[src/rtl/led_scan_pkg.sv]
// Shared types and helpers for the LED matrix scan driver.
package led_scan_pkg;

   localparam int N_MAX = 8;

   typedef enum logic [1:0] {
      IDLE  = 2'd0,
      SHOW  = 2'd1,
      BLANK = 2'd2
   } scan_state_t;

   function automatic int col_width(input int n);
      return $clog2(n) + 1;
   endfunction

endpackage

[src/rtl/led_col_decoder.sv]
// Binary column index to active-high one-hot column select; all zero when disabled.
module led_col_decoder #(
   parameter int N  = 8,
   parameter int CW = 4
) (
   input  logic [CW-1:0] idx,
   input  logic          en,
   output logic [N-1:0]  onehot
);

   always_comb begin
      onehot = '0;
      for (int c = 0; c < N; c++) begin
         if (en && (idx == CW'(c))) onehot[c] = 1'b1;
      end
   end

endmodule

[src/rtl/led_matrix_scanner.sv]
// Column-scanning LED matrix driver with double-buffered frames and dwell/blank timing.
// Optional macro LED_SCAN_BRIGHTNESS_EN adds a per-frame brightness (lit-duty) input.
module led_matrix_scanner
   import led_scan_pkg::*;
#(
   parameter int N            = 8,
   parameter int DWELL_CYCLES = 16,
   parameter int BLANK_CYCLES = 2
) (
   input  logic                    clk,
   input  logic                    rst,
   input  logic                    ena,
   input  logic [N*N-1:0]          cells_in,
   input  logic                    frame_valid,
   output logic                    frame_ready,
   output logic [N-1:0]            rows,
   output logic [N-1:0]            cols,
   output logic [col_width(N)-1:0] col_idx,
   output logic                    frame_done
`ifdef LED_SCAN_BRIGHTNESS_EN
   ,
   input  logic [$clog2(DWELL_CYCLES+1)-1:0] brightness
`endif
);

   localparam int CW = col_width(N);
   localparam int DW = $clog2(DWELL_CYCLES + 1);
   localparam int BW = (BLANK_CYCLES > 0) ? $clog2(BLANK_CYCLES + 1) : 1;

   if (N < 1 || N > N_MAX) begin : g_bad_n
      $error("led_matrix_scanner: N must be in 1..%0d", N_MAX);
   end
   if (DWELL_CYCLES < 1) begin : g_bad_dwell
      $error("led_matrix_scanner: DWELL_CYCLES must be >= 1");
   end
   if (BLANK_CYCLES < 0) begin : g_bad_blank
      $error("led_matrix_scanner: BLANK_CYCLES must be >= 0");
   end

   scan_state_t    state, state_nxt;
   logic [DW-1:0]  dwell_cnt, dwell_nxt;
   logic [BW-1:0]  blank_cnt, blank_nxt;
   logic [CW-1:0]  col_nxt;
   logic [N*N-1:0] shadow, shadow_nxt, pending, pending_nxt;
   logic           pend_full, pfull_nxt;
   logic           adv, boundary, show_lit;
   logic [N-1:0]   rows_nxt, cols_nxt;
`ifdef LED_SCAN_BRIGHTNESS_EN
   logic [DW-1:0]  duty, duty_nxt, duty_eff;
`endif

   assign frame_ready = ~pend_full;

   always_comb begin
      state_nxt   = state;
      dwell_nxt   = dwell_cnt;
      blank_nxt   = blank_cnt;
      col_nxt     = col_idx;
      adv         = 1'b0;
      boundary    = 1'b0;
      shadow_nxt  = shadow;
      pending_nxt = pending;
      pfull_nxt   = pend_full;
      rows_nxt    = '1;

      case (state)
         IDLE: begin
            if (ena) begin
               state_nxt = SHOW;
               col_nxt   = '0;
               dwell_nxt = '0;
            end
         end
         SHOW: begin
            if (!ena) begin
               state_nxt = IDLE;
               col_nxt   = '0;
            end else if (dwell_cnt == DW'(DWELL_CYCLES - 1)) begin
               dwell_nxt = '0;
               if (BLANK_CYCLES > 0) begin
                  state_nxt = BLANK;
                  blank_nxt = '0;
               end else begin
                  adv = 1'b1;
               end
            end else begin
               dwell_nxt = dwell_cnt + DW'(1);
            end
         end
         BLANK: begin
            if (!ena) begin
               state_nxt = IDLE;
               col_nxt   = '0;
            end else if (blank_cnt == BW'(BLANK_CYCLES - 1)) begin
               state_nxt = SHOW;
               dwell_nxt = '0;
               adv       = 1'b1;
            end else begin
               blank_nxt = blank_cnt + BW'(1);
            end
         end
         default: begin
            state_nxt = IDLE;
            col_nxt   = '0;
         end
      endcase

      if (adv) begin
         if (col_idx == CW'(N - 1)) begin
            col_nxt  = '0;
            boundary = 1'b1;
         end else begin
            col_nxt = col_idx + CW'(1);
         end
      end

      // Swap uses the pre-edge pending; an accept can only happen while pending is empty.
      if (boundary && pend_full) begin
         shadow_nxt = pending;
         pfull_nxt  = 1'b0;
      end
      if (frame_valid && !pend_full) begin
         pending_nxt = cells_in;
         pfull_nxt   = 1'b1;
      end

`ifdef LED_SCAN_BRIGHTNESS_EN
      duty_nxt = boundary ? brightness : duty;
      duty_eff = (duty_nxt > DW'(DWELL_CYCLES)) ? DW'(DWELL_CYCLES) : duty_nxt;
      show_lit = (state_nxt == SHOW) && (dwell_nxt < duty_eff);
`else
      show_lit = (state_nxt == SHOW);
`endif

      if (show_lit) begin
         for (int r = 0; r < N; r++) begin
            for (int c = 0; c < N; c++) begin
               if (col_nxt == CW'(c)) rows_nxt[r] = ~shadow_nxt[r*N + c];
            end
         end
      end
   end

   led_col_decoder #(.N(N), .CW(CW)) u_col_dec (
      .idx    (col_nxt),
      .en     (show_lit),
      .onehot (cols_nxt)
   );

   always_ff @(posedge clk) begin
      if (!rst) begin
         state      <= IDLE;
         dwell_cnt  <= '0;
         blank_cnt  <= '0;
         col_idx    <= '0;
         shadow     <= '0;
         pending    <= '0;
         pend_full  <= 1'b0;
         rows       <= '1;
         cols       <= '0;
         frame_done <= 1'b0;
`ifdef LED_SCAN_BRIGHTNESS_EN
         duty       <= DW'(DWELL_CYCLES);
`endif
      end else begin
         state      <= state_nxt;
         dwell_cnt  <= dwell_nxt;
         blank_cnt  <= blank_nxt;
         col_idx    <= col_nxt;
         shadow     <= shadow_nxt;
         pending    <= pending_nxt;
         pend_full  <= pfull_nxt;
         rows       <= rows_nxt;
         cols       <= cols_nxt;
         frame_done <= boundary;
`ifdef LED_SCAN_BRIGHTNESS_EN
         duty       <= duty_nxt;
`endif
      end
   end

endmodule

[config.mk]
export PLATFORM = sky130hd
export DESIGN_NAME = led_matrix_scanner
export DESIGN_NICKNAME = d
export VERILOG_FILES = /design/src/rtl/led_scan_pkg.sv /design/src/rtl/led_col_decoder.sv /design/src/rtl/led_matrix_scanner.sv
export SDC_FILE = /design/constraint.sdc
export NUM_CORES = 1
export LEC_CHECK = 0
export BUFFER_PORTS_ARGS = -buffer_cell sky130_fd_sc_hd__buf_2
export CORE_MARGIN = 3
export CORE_UTILIZATION = 40
export CTS_CLUSTER_DIAMETER = 80
export CTS_CLUSTER_SIZE = 8
export DETAILED_ROUTE_END_ITERATION = 10
export PLACE_DENSITY_LB_ADDON = 0.1
export SLEW_MARGIN = 20
export SYNTH_ARGS = -nofsm -noshare
export SYNTH_HDL_FRONTEND = slang
export SYNTH_SLANG_ARGS = --single-unit
export TNS_END_PERCENT = 100
[constraint.sdc]
create_clock -name clk -period 5.4 [get_ports clk]
set_input_delay 1.08 -clock clk [delete_from_list [all_inputs] [get_ports clk]]
set_output_delay 1.08 -clock clk [all_outputs]
set_load 0.05 [all_outputs]
## After elaboration in Yosys (flattened, before gate mapping)

Index checks and enable logic that the tools add are counted.

- RAM bits: 0
- Bits in latches: 0
- ROM bits: 0
- Register bits: 159
- Word-level logic and storage cells: 219
- Memories: 0
- Input bits: 68

- Order comparisons: 0
- Divide/modulo/power cells: 0
- Reductions and logical operators: 20
- Equal/unequal tests: 19
- Add/subtract/negate cells: 3
- Shift operators: 0
- Multiply operators: 0
- Bitwise gates (word level): 65
- Muxes and demuxes: 102

Operator list:

| cell | count |
|---|---|
| 1-bit 2-to-1 mux | 79 |
| 1-bit NOT | 65 |
| 64-bit 2-to-1 mux | 1 |
| 5-bit 2-to-1 mux | 5 |
| 4-bit by 3-bit equality test with 1-bit output (second input constant) | 5 |
| 2-bit 2-to-1 mux | 9 |
| 4-bit 2-to-1 mux | 4 |
| 5-bit case mux with 3 select lines | 1 |
| 2-bit inequality test (second input constant) | 6 |
| 1-bit logical AND | 10 |
| 5-bit AND reduction | 2 |
| 4-bit by 2-bit equality test with 1-bit output (second input constant) | 2 |
| 4-bit case mux with 2 select lines | 1 |
| 2-bit by 1-bit equality test with 1-bit output (second input constant) | 3 |
| 2-bit case mux with 3 select lines | 1 |
| 5-bit by 1-bit adder with 5-bit output (second input constant) | 1 |
| 5-bit by 4-bit equality test with 1-bit output (second input constant) | 1 |
| 4-bit by 1-bit adder with 4-bit output (second input constant) | 1 |
| 4-bit by 1-bit equality test with 1-bit output (second input constant) | 1 |
| 4-bit logical NOT | 1 |
| 2-bit case mux with 2 select lines | 1 |
| 2-bit nonzero test | 2 |
| 3-bit nonzero test | 1 |
| 2-bit by 1-bit adder with 2-bit output (second input constant) | 1 |
| other kinds (5) | 5 |

## Logic depth before layout (Yosys ltp)

Gate-level depths: netlist (run 1).

- Depth in word-level cells: 16
- Mapped depth: 12
- Mapped depth without buffers: 9

## Cells and area by module

A second synthesis (run 1) with hierarchy kept.

- Cell total of the unflattened synthesis: 722
- Area total of the unflattened synthesis: 6452.4 um2

By module, submodules not included:

| module | instances | area an instance (um2) | cells an instance | seq. area each (um2) |
|---|---|---|---|---|
| led_matrix_scanner | 1 | 6379.9 | 709 | 3183.1 |
| led_col_decoder | 1 | 72.6 | 13 | 0.0 |

## Least setup slack after synthesis (run 1)

No wires, ideal clock.

- Path type: in2reg
- Start: in ena
- End: reg rows[3]
- Path slack: 2.841 ns
- Path buffers: 0
- Data required time: 5.278 ns
- Setup time: 0.122 ns
- Cell stages on the path: 7
- Arrival time: 2.437 ns
- Path through: nor2b_1 -> a31oi_4 -> o32a_1 -> nand2b_4 -> nor2_4 -> a22oi_1 -> a311o_1

- Cells in the longest elaborated chain, start to end: 14

RTL lines:

| what | line | text |
|---|---|---|
| start: declaration | led_matrix_scanner.sv:12 | `input logic ena,` |
| 1-bit 2-to-1 mux | led_matrix_scanner.sv:91 | `if (!ena) begin` |
| 1-bit 2-to-1 mux | n/a |  |
| 1-bit 2-to-1 mux | led_matrix_scanner.sv:108 | `if (adv) begin` |
| 1-bit logical AND | led_matrix_scanner.sv:118 | `if (boundary && pend_full) begin` |
| 64-bit 2-to-1 mux | led_matrix_scanner.sv:118 |  |
| 1-bit NOT | led_matrix_scanner.sv:138 | `if (col_nxt == CW'(c)) rows_nxt[r] = ~shadow_nxt[r*N + c];` |
| 1-bit 2-to-1 mux (8 in a row) | led_matrix_scanner.sv:138 |  |
| end signal: assignment | led_matrix_scanner.sv:173 | `rows <= rows_nxt;` |
| end: declaration | led_matrix_scanner.sv:16 | `output logic [N-1:0] rows,` |

Several ways; a longest one is shown, not always the timed one.
A chain may end at the register's enable or synchronous reset.

## Worst setup path after layout (run 1)

- Start: reg state[0]
- End: reg rows[7]

- Cells in the longest elaborated chain, start to end: 14

RTL lines:

| what | line | text |
|---|---|---|
| start: declaration | led_matrix_scanner.sv:40 | `scan_state_t state, state_nxt;` |
| start signal: assignment | led_matrix_scanner.sv:166 | `state <= state_nxt;` |
| branches (longest 14 deep; another with 4-bit case mux with 2 select lines) | n/a |  |

Several ways; the timed one is not identified.

==> summary.md, run 1 <==
| Metric | Value |
|---|---|
| Status | `finished, final reports clean` |
| Vias/cell | `5.00` |
| Slew @ Worst Pin | `0.874 ns` |
| Post-synth EDFFs | `0` |
| Top FF cell, synth | `dfxtp_1` |
| Synth Area in Adders | `1.40%` |
| Hold crit path type | `reg2reg` |
| Buffers from clock root to sink, at most | `2` |
| Post-route setup TNS | `0 ns` |
| Core Box Area | `17,400 um2` |
| Ys Warns | `0` |
| Fin crit share | `57.9%` |
| Worst reg2reg path depth | `9` |
| Port bufs | `89` |
| CP Buf/Inv Count | `1` |
| Detailed-route DRC error count | `0` |
| Crit-path max cell delay | `0.64 ns` |
| Setup CP Type | `reg2reg` |
| Hold Crit Endpoint | `shadow[21]` |
| Ys async rst share | `0%` |
| Fmax | `0.320 GHz` |
| CTS clk-pin slew, worst paths | `0.06 ns` |
| Largest family of logic cells by synthesized area | `simple AND/OR/NAND/NOR gates` |
| Leakage power | `3.13 nW` |
| Total track usage | `18.2%` |
| # fillers | `1,758` |
| DP HPWL | `11,300 um` |
| Synth Net Count | `943` |
| R2R Path Start | `state[0]` |
| Total die area | `19,500 um2` |
| Final Wtd Congestion | `0.789` |
| CP arrival | `3.43 ns` |
| RSZ-0062 raised after global routing | `no` |
| Area Overhead vs Synth | `16.2%` |
| Initial DRC Count | `357` |
| Most frequent cells in the layout | `nand2_1, dfxtp_1, a21boi_0, buf_2, mux2i_1` |
| Mux contribution to synthesized area | `5.41%` |
| Initial antenna violation count | `0` |
| Startpoint class of the critical path | `flop` |
| Crit-path max FO | `32` |
| IO Count | `90` |
| Hold Crit Depth | `2` |
| Global-route wire length before repair | `29,200 um` |
| Synth Register Bits | `159` |
| Final Total Pwr | `2.68 mW` |
| Share of cells above drive strength 1 | `15.3%` |
| # Post-CTS Setup Buffers | `0` |
| # Max-Cap Violations | `0` |
| Largest net degree at the start of global routing | `75` |
| DRT antenna net count | `0` |
| Grt total ovfl | `0` |
| Worst VDD drop | `218 uV` |
| Register-to-register setup slack | `2.28 ns` |
| Final layout net count | `999` |
| Most common cell after layout, fill and taps aside | `nand2_1` |
| Slew Limit Fails | `0` |
| Sequential area share after synthesis | `44.6%` |
| Vias | `5,800` |
| Crit path max-delay cell type | `nand2_2` |
| Finished Cell Area | `8300 um2` |
| Initial DRT Pass Iterations | `7` |
| Clk sinks | `159` |
| Final setup fails | `0` |
| Synth Area in XOR/XNOR | `0.245%` |
| Crit Reg-Reg Endpoint | `rows[7]` |
| Clock root cell | `clkbuf_16` |
| Synth Instances | `867` |
| Slew HR | `41.6%` |
| Syn Std Cell Area | `7140 um2` |
| Yosys cell types | `55` |
| Pwr dens | `323 nW/um2` |
| Final WL | `17,400 um` |
| Area after DPL | `7660 um2` |
| Vias in the first global route | `5,524` |
| Most frequent cell on the critical path | `nand2_2` |
| Critical Path Sink Type | `flop` |
| Mapped Avg Cell Area | `8.24 um2` |
| H-Tree Depth | `4` |
| Row cnt | `48` |
| Cts bufs inserted | `17` |
| Ant diodes | `0` |
| Crit-path cells | `inv_1 -> ha_1 -> nand2_2 -> nand4_1 -> nand2_2 -> nand2b_1 -> a21oi_1 -> a31oi_1 -> a311o_1` |
| Worst clock skew | `0.00743 ns` |
| Hold Crit Start | `pending[21]` |
| Post-CTS sizing | `0` |
| CTS Hold Bufs | `0` |
| TritonCTS clock tree | `done` |
| Compound-Gate Fraction of Synth Area | `19.8%` |
| Initial core utilization | `41.0%` |
| Worst-Skew Late Latency | `0.42 ns` |
| Die height | `140 um` |
| Fin. Hold Viols | `0` |
| Wire per inst | `15.0 um` |
| Simple-gate area share of the yosys netlist | `24.1%` |
| Final min period | `3.12 ns` |
| Worst path required time | `5.70 ns` |
| Die span in x | `140 um` |
| Cell family with most CP delay | `simple AND/OR/NAND/NOR gates` |
-- state kept, by name, indices dropped and copies added (netlist names) --
name	cells
pending	64
shadow	64
cols	8
rows	8
dwell_cnt	5
col_idx	4
blank_cnt	2
state	2
frame_done	1
pend_full	1
-- how the worst max path moves through the flow --
stage | start | end | slack, ns | depth (start not counted)
floorplan | ena | rows[3] | 2.84 | 7
global placement | ena | rows[7] | 1.91 | 8
detailed placement | ena | rows[7] | 1.88 | 8
CTS | state[0] | rows[7] | 2.25 | 9
global route | state[0] | rows[7] | 2.00 | 9
finish | state[0] | rows[7] | 2.28 | 9
-- synth_stat cells (2+ instances only) --
cell type | n | area share, %
o211ai_1 | 3 | 0.32
nor3_1 | 7 | 0.49
ha_1 | 8 | 1.4
nand2_1 | 296 | 16
nand3_1 | 34 | 2.4
nor2b_1 | 19 | 1.7
nor2_4 | 2 | 0.32
a21boi_0 | 117 | 12
a32oi_1 | 6 | 0.74
and2_1 | 6 | 0.53
clkbuf_1 | 34 | 1.8
buf_6 | 2 | 0.32
a21o_1 | 5 | 0.53
o21ai_0 | 11 | 0.77
nor2_1 | 10 | 0.53
nand2_2 | 2 | 0.18
and3_1 | 5 | 0.44
a31oi_1 | 3 | 0.26
a211o_1 | 7 | 0.86
buf_2 | 14 | 0.98
a311o_1 | 2 | 0.28
nand3b_1 | 3 | 0.32
buf_4 | 9 | 0.95
o21ai_1 | 2 | 0.14
mux2i_1 | 36 | 5.0
inv_1 | 8 | 0.42
o21bai_1 | 7 | 0.74
dfxtp_1 | 159 | 45
nand2b_1 | 5 | 0.44
o21a_1 | 4 | 0.42
nand4_1 | 2 | 0.18
a21oi_1 | 16 | 1.1
-- worst reg2reg max path, delay by kind of cell (launching register included) --
family	cells	cell delay, ns
buffers and inverters	1	0.11
adder cells (fa/ha/maj)	1	0.32
AO/OA/AOI/OAI	3	0.64
AND/OR/NAND/NOR	4	1.50
flip-flops	1	0.43
-- power breakdown --
| group | internal (mW) | switching (mW) | total (mW) |
|---|---|---|---|
| combinational | 0.0594 | 0.0787 | 0.138 |
| sequential | 1.20 | 0.0251 | 1.23 |
| clock | 0.838 | 0.480 | 1.32 |
| total | 2.10 | 0.584 | 2.68 |
-- metrics by stage --
stage                     cells  worst slack [ns]  util, %  hold slack [ns]
after floorplan             867              2.84        -            0.435
after global placement     1129              1.91     44.0            0.454
after detailed placement   1129              1.88     44.0            0.456
after CTS                  1159              2.25     47.6            0.465
after global routing       1159              2.00     47.6            0.482
final                      1159              2.28     47.6            0.459
-- final cells by class --
type	count	area, um2	share of cell area (%)
well taps	225	282	3.39
clock inverters	11	189	2.28
clock buffers	19	453	5.46
flip-flops and latches	159	3180	38.4
repair buffers	97	508	6.12
inverters	8	30.0	0.362
multi-input cells	640	3650	44.0
-- metal layers --
layer  GRT usage (%)  share of wire (%)  vias to the layer above
li1                -                  -                     3016
met1            25.9                 51                     2675
met2            28.5                 45                       98
met3            3.54                3.6                       11
met4            4.95               0.85                        0
met5               0                  0                        -
-- cells by family (layout without fill, tap and decap cells) --
logic type               Yosys count  count (layout)
XOR/XNOR                           2               2
adder cells (fa/ha/maj)            8               8
buffers and inverters             68             135
AO/OA/AOI/OAI                    193             193
flip-flops                       159             159
AND/OR/NAND/NOR                  399             399
multiplexers                      38              38
Note: power is estimated with default switching activity, not from simulation.
==> run 2: changes to the inputs <==
--- a/config.mk
+++ b/config.mk
@@ -5,6 +5,7 @@
 export SDC_FILE = /design/constraint.sdc
 export NUM_CORES = 1
 export LEC_CHECK = 0
+export ABC_AREA = 1
 export BUFFER_PORTS_ARGS = -buffer_cell sky130_fd_sc_hd__buf_2
 export CORE_MARGIN = 3
 export CORE_UTILIZATION = 40
==> constraint.sdc (replaced) <==
create_clock -name clk -period 3.1 [get_ports clk]
set_input_delay 0.62 -clock clk [delete_from_list [all_inputs] [get_ports clk]]
set_output_delay 0.62 -clock clk [all_outputs]
set_load 0.05 [all_outputs]
==> summary.md, run 2 <==
| Metric | Value |
|---|---|
| Pwr dens | `579 nW/um2` |
| Cell family with most CP delay | `simple AND/OR/NAND/NOR gates` |
| Synth top area share | `48.6%` |
| Grt total ovfl | `0` |
| Detailed-route DRC error count | `0` |
| DRT antenna net count | `0` |
| Synth Instances | `855` |
| DP HPWL | `10,200 um` |
| Crit Reg-Reg Endpoint | `rows[5]` |
| Area Overhead vs Synth | `18.1%` |
| Top FF cell, synth | `dfxtp_1` |
| RSZ-0062 raised after global routing | `no` |
| Mapped Avg Cell Area | `7.66 um2` |
| Ys Warns | `0` |
| Simple-gate area share of the yosys netlist | `23.4%` |
| Status | `finished, final reports clean` |
| Critical Path Sink Type | `flop` |
| Worst-Skew Late Latency | `0.42 ns` |
| Global-route wire length before repair | `24,100 um` |
| Clock power share | `45.7%` |
| H-Tree Depth | `4` |
| Total die area | `17,900 um2` |
| Synth Net Count | `931` |
| IO Count | `90` |
| Initial DRC Count | `343` |
| # Post-CTS Setup Buffers | `0` |
| Register-to-register setup slack | `0.68 ns` |
| Most common cell after layout, fill and taps aside | `nor2_1` |
| CTS clk-pin slew, worst paths | `0.06 ns` |
| # Max-Cap Violations | `0` |
| Final core utilization | `48.5%` |
| Post-CTS sizing | `0` |
| Initial core utilization | `41.1%` |
| Syn Std Cell Area | `6550 um2` |
| Total track usage | `16.8%` |
| Biggest regs | `pending (64), shadow (64)` |
| Post-route setup TNS | `0 ns` |
| Clk sinks | `159` |
| Worst setup path startpoint | `state[0]` |
| Die height | `134 um` |
| Internal | `3.43 mW` |
| Final Total Pwr | `4.48 mW` |
| Setup CP Type | `reg2reg` |
| Slew @ Worst Pin | `0.765 ns` |
| Mux contribution to synthesized area | `4.28%` |
| TritonCTS clock tree | `done` |
| Buffers from clock root to sink, at most | `2` |
| Row cnt | `46` |
| Yosys cell types | `37` |
| Vias | `5,285` |
| Hold crit path type | `in2reg` |
| R2R Path Start | `state[0]` |
| Fin. Hold Viols | `0` |
| Crit path max-delay cell type | `dfxtp_1` |
| Layout Cells excl Fill | `1,157` |
| Startpoint class of the critical path | `flop` |
| Synth Area in XOR/XNOR | `0.134%` |
| Final min period | `2.42 ns` |
| Largest family of logic cells by synthesized area | `simple AND/OR/NAND/NOR gates` |
| Slew HR | `48.9%` |
| Final layout net count | `1,004` |
| Most frequent cells in the layout | `nor2_1, dfxtp_1, inv_1, o21ai_0, nand2_1` |
| CP arrival | `2.73 ns` |
| Levels on crit path | `12` |
| Final WL | `14,600 um` |
| Worst reg2reg path depth | `12` |
| Share of cells above drive strength 1 | `17.0%` |
| Slew Limit Fails | `0` |
| Comb power frac | `6.2%` |
| Initial DRT Pass Iterations | `4` |
| Crit-path max cell delay | `0.33 ns` |
| Cts bufs inserted | `17` |
| Sequential area share after synthesis | `48.6%` |
| Post-synth EDFFs | `0` |
| Vias/cell | `4.57` |
| Final Wtd Congestion | `0.790` |
| Synth top area cells | `dfxtp_1, nor2_1, o21ai_0` |
| Largest net degree at the start of global routing | `61` |
| Wire per inst | `12.6 um` |
| CTS Hold Bufs | `0` |
| Leading area contributor after synthesis | `dfxtp_1` |
| Post-synth top cells | `nor2_1, dfxtp_1, inv_1, nand2_1, o21ai_0` |
| Synth Area in Adders | `1.53%` |
| Die span in x | `134 um` |
| Worst clock skew | `0.0157 ns` |
| Ant diodes | `0` |
| Worst VDD drop | `364 uV` |
| Placed insts | `1,125` |
| Ys async rst share | `0%` |
| Compound-Gate Fraction of Synth Area | `12.4%` |
| Leakage power | `3.53 nW` |
| CP Buf/Inv Count | `3` |
| Port bufs | `89` |
| Vias in the first global route | `4,864` |
| # fillers | `1,627` |
| Crit-path max FO | `52` |
| Most common cell in the synthesized netlist | `nor2_1` |
| Initial antenna violation count | `0` |
| Clock root cell | `clkbuf_16` |
| Fin crit share | `78.0%` |
| Crit-path cells | `inv_1 -> ha_1 -> nand3_4 -> clkinv_2 -> nand3_4 -> buf_12 -> o21ai_0 -> nand2_1 -> nand3_1 -> nor2_1 -> nand4_1 -> nand2_1` |
| Final setup fails | `0` |
| Psw | `1.05 mW` |
| Worst path required time | `3.42 ns` |
| Sequential power share | `48.1%` |
| Synth Register Bits | `159` |
| Fmax | `0.414 GHz` |
| Sw Ratio | `23.4%` |
| Core Box Area | `15,900 um2` |
| Crit path to | `rows[5]` |
run 2: cell count changes after synthesis, moves of 8 or more:
cell      previous run  this run
nand2_1            296        95
o21ai_0             11        95
inv_1                8       100
nor2_1              10       184
nand4_1              2        11
a21oi_1             16        44
nand3_1             34        22
a21boi_0           117         0
mux2i_1             36        28
nor2b_1             19         0
run 2: kinds of logic after synthesis:
group / after synthesis
XOR/XNOR: 1
adder cells (fa/ha/maj): 8
buffers and inverters: 151
multiplexers: 28
flip-flops: 159
AO/OA/AOI/OAI: 156
AND/OR/NAND/NOR: 352
run 2: how the worst min path moves through the flow:
stage,start,slack [ns],to,cells past startpoint
after floorplan,pending[18],0.42,pending[18],2
after global placement,dwell_cnt[4],0.44,dwell_cnt[4],2
after detailed placement,pending[40],0.45,pending[40],2
after CTS,cells_in[45],0.43,pending[45],3
after global routing,cells_in[19],0.43,pending[19],3
final,cells_in[21],0.44,pending[21],3
run 2: worst register-to-register path, stage by stage (launching register included):
cell      delay (ns)
dfxtp_1         0.33
inv_1           0.12
ha_1            0.34
nand3_4         0.15
clkinv_2        0.11
nand3_4         0.29
buf_12          0.32
o21ai_0         0.26
nand2_1         0.08
nand3_1         0.15
nor2_1          0.06
nand4_1         0.06
nand2_1         0.05
run 2: power groups by stage:
stage	combinational [mW]	clock, mW	sequential [mW]
after global placement	0.280	0	2.20
after global routing	0.323	2.18	2.16
after floorplan	0.179	0	2.19
after detailed placement	0.281	0	2.20
final	0.277	2.05	2.15
after CTS	0.282	2.11	2.15
run 2: area by class of cell:
class                           count  area, um2  area share, %
Clock buffer                       20        447           5.78
Clock inverter                     12        135           1.75
Inverter                          108        407           5.26
Multi-Input combinational cell    545       2750           35.5
Sequential cell                   159       3180           41.2
Tap cell                          216        270           3.50
Timing Repair Buffer               97        543           7.02
run 2: per-stage QoR:
step / hold slack (ns) / setup WS (ns) / area [um2]
6_report: 0.441 / 0.682 / 7730
5_1_grt: 0.433 / 0.395 / 7730
4_1_cts: 0.425 / 0.661 / 7730
3_5_place_dp: 0.449 / 0.707 / 7150
3_3_place_gp: 0.445 / 0.715 / 7150
2_1_floorplan: 0.425 / 0.895 / 6550
run 2: metal layers:
metal  vias to the layer above  routed length (um)  global-route usage (%)
met5                         -                   0                       0
li1                       2847                   -                       -
met3                        13                 544                    3.75
met4                         0                 176                    5.83
met1                      2349                7520                    23.8
met2                        76                6330                    25.5
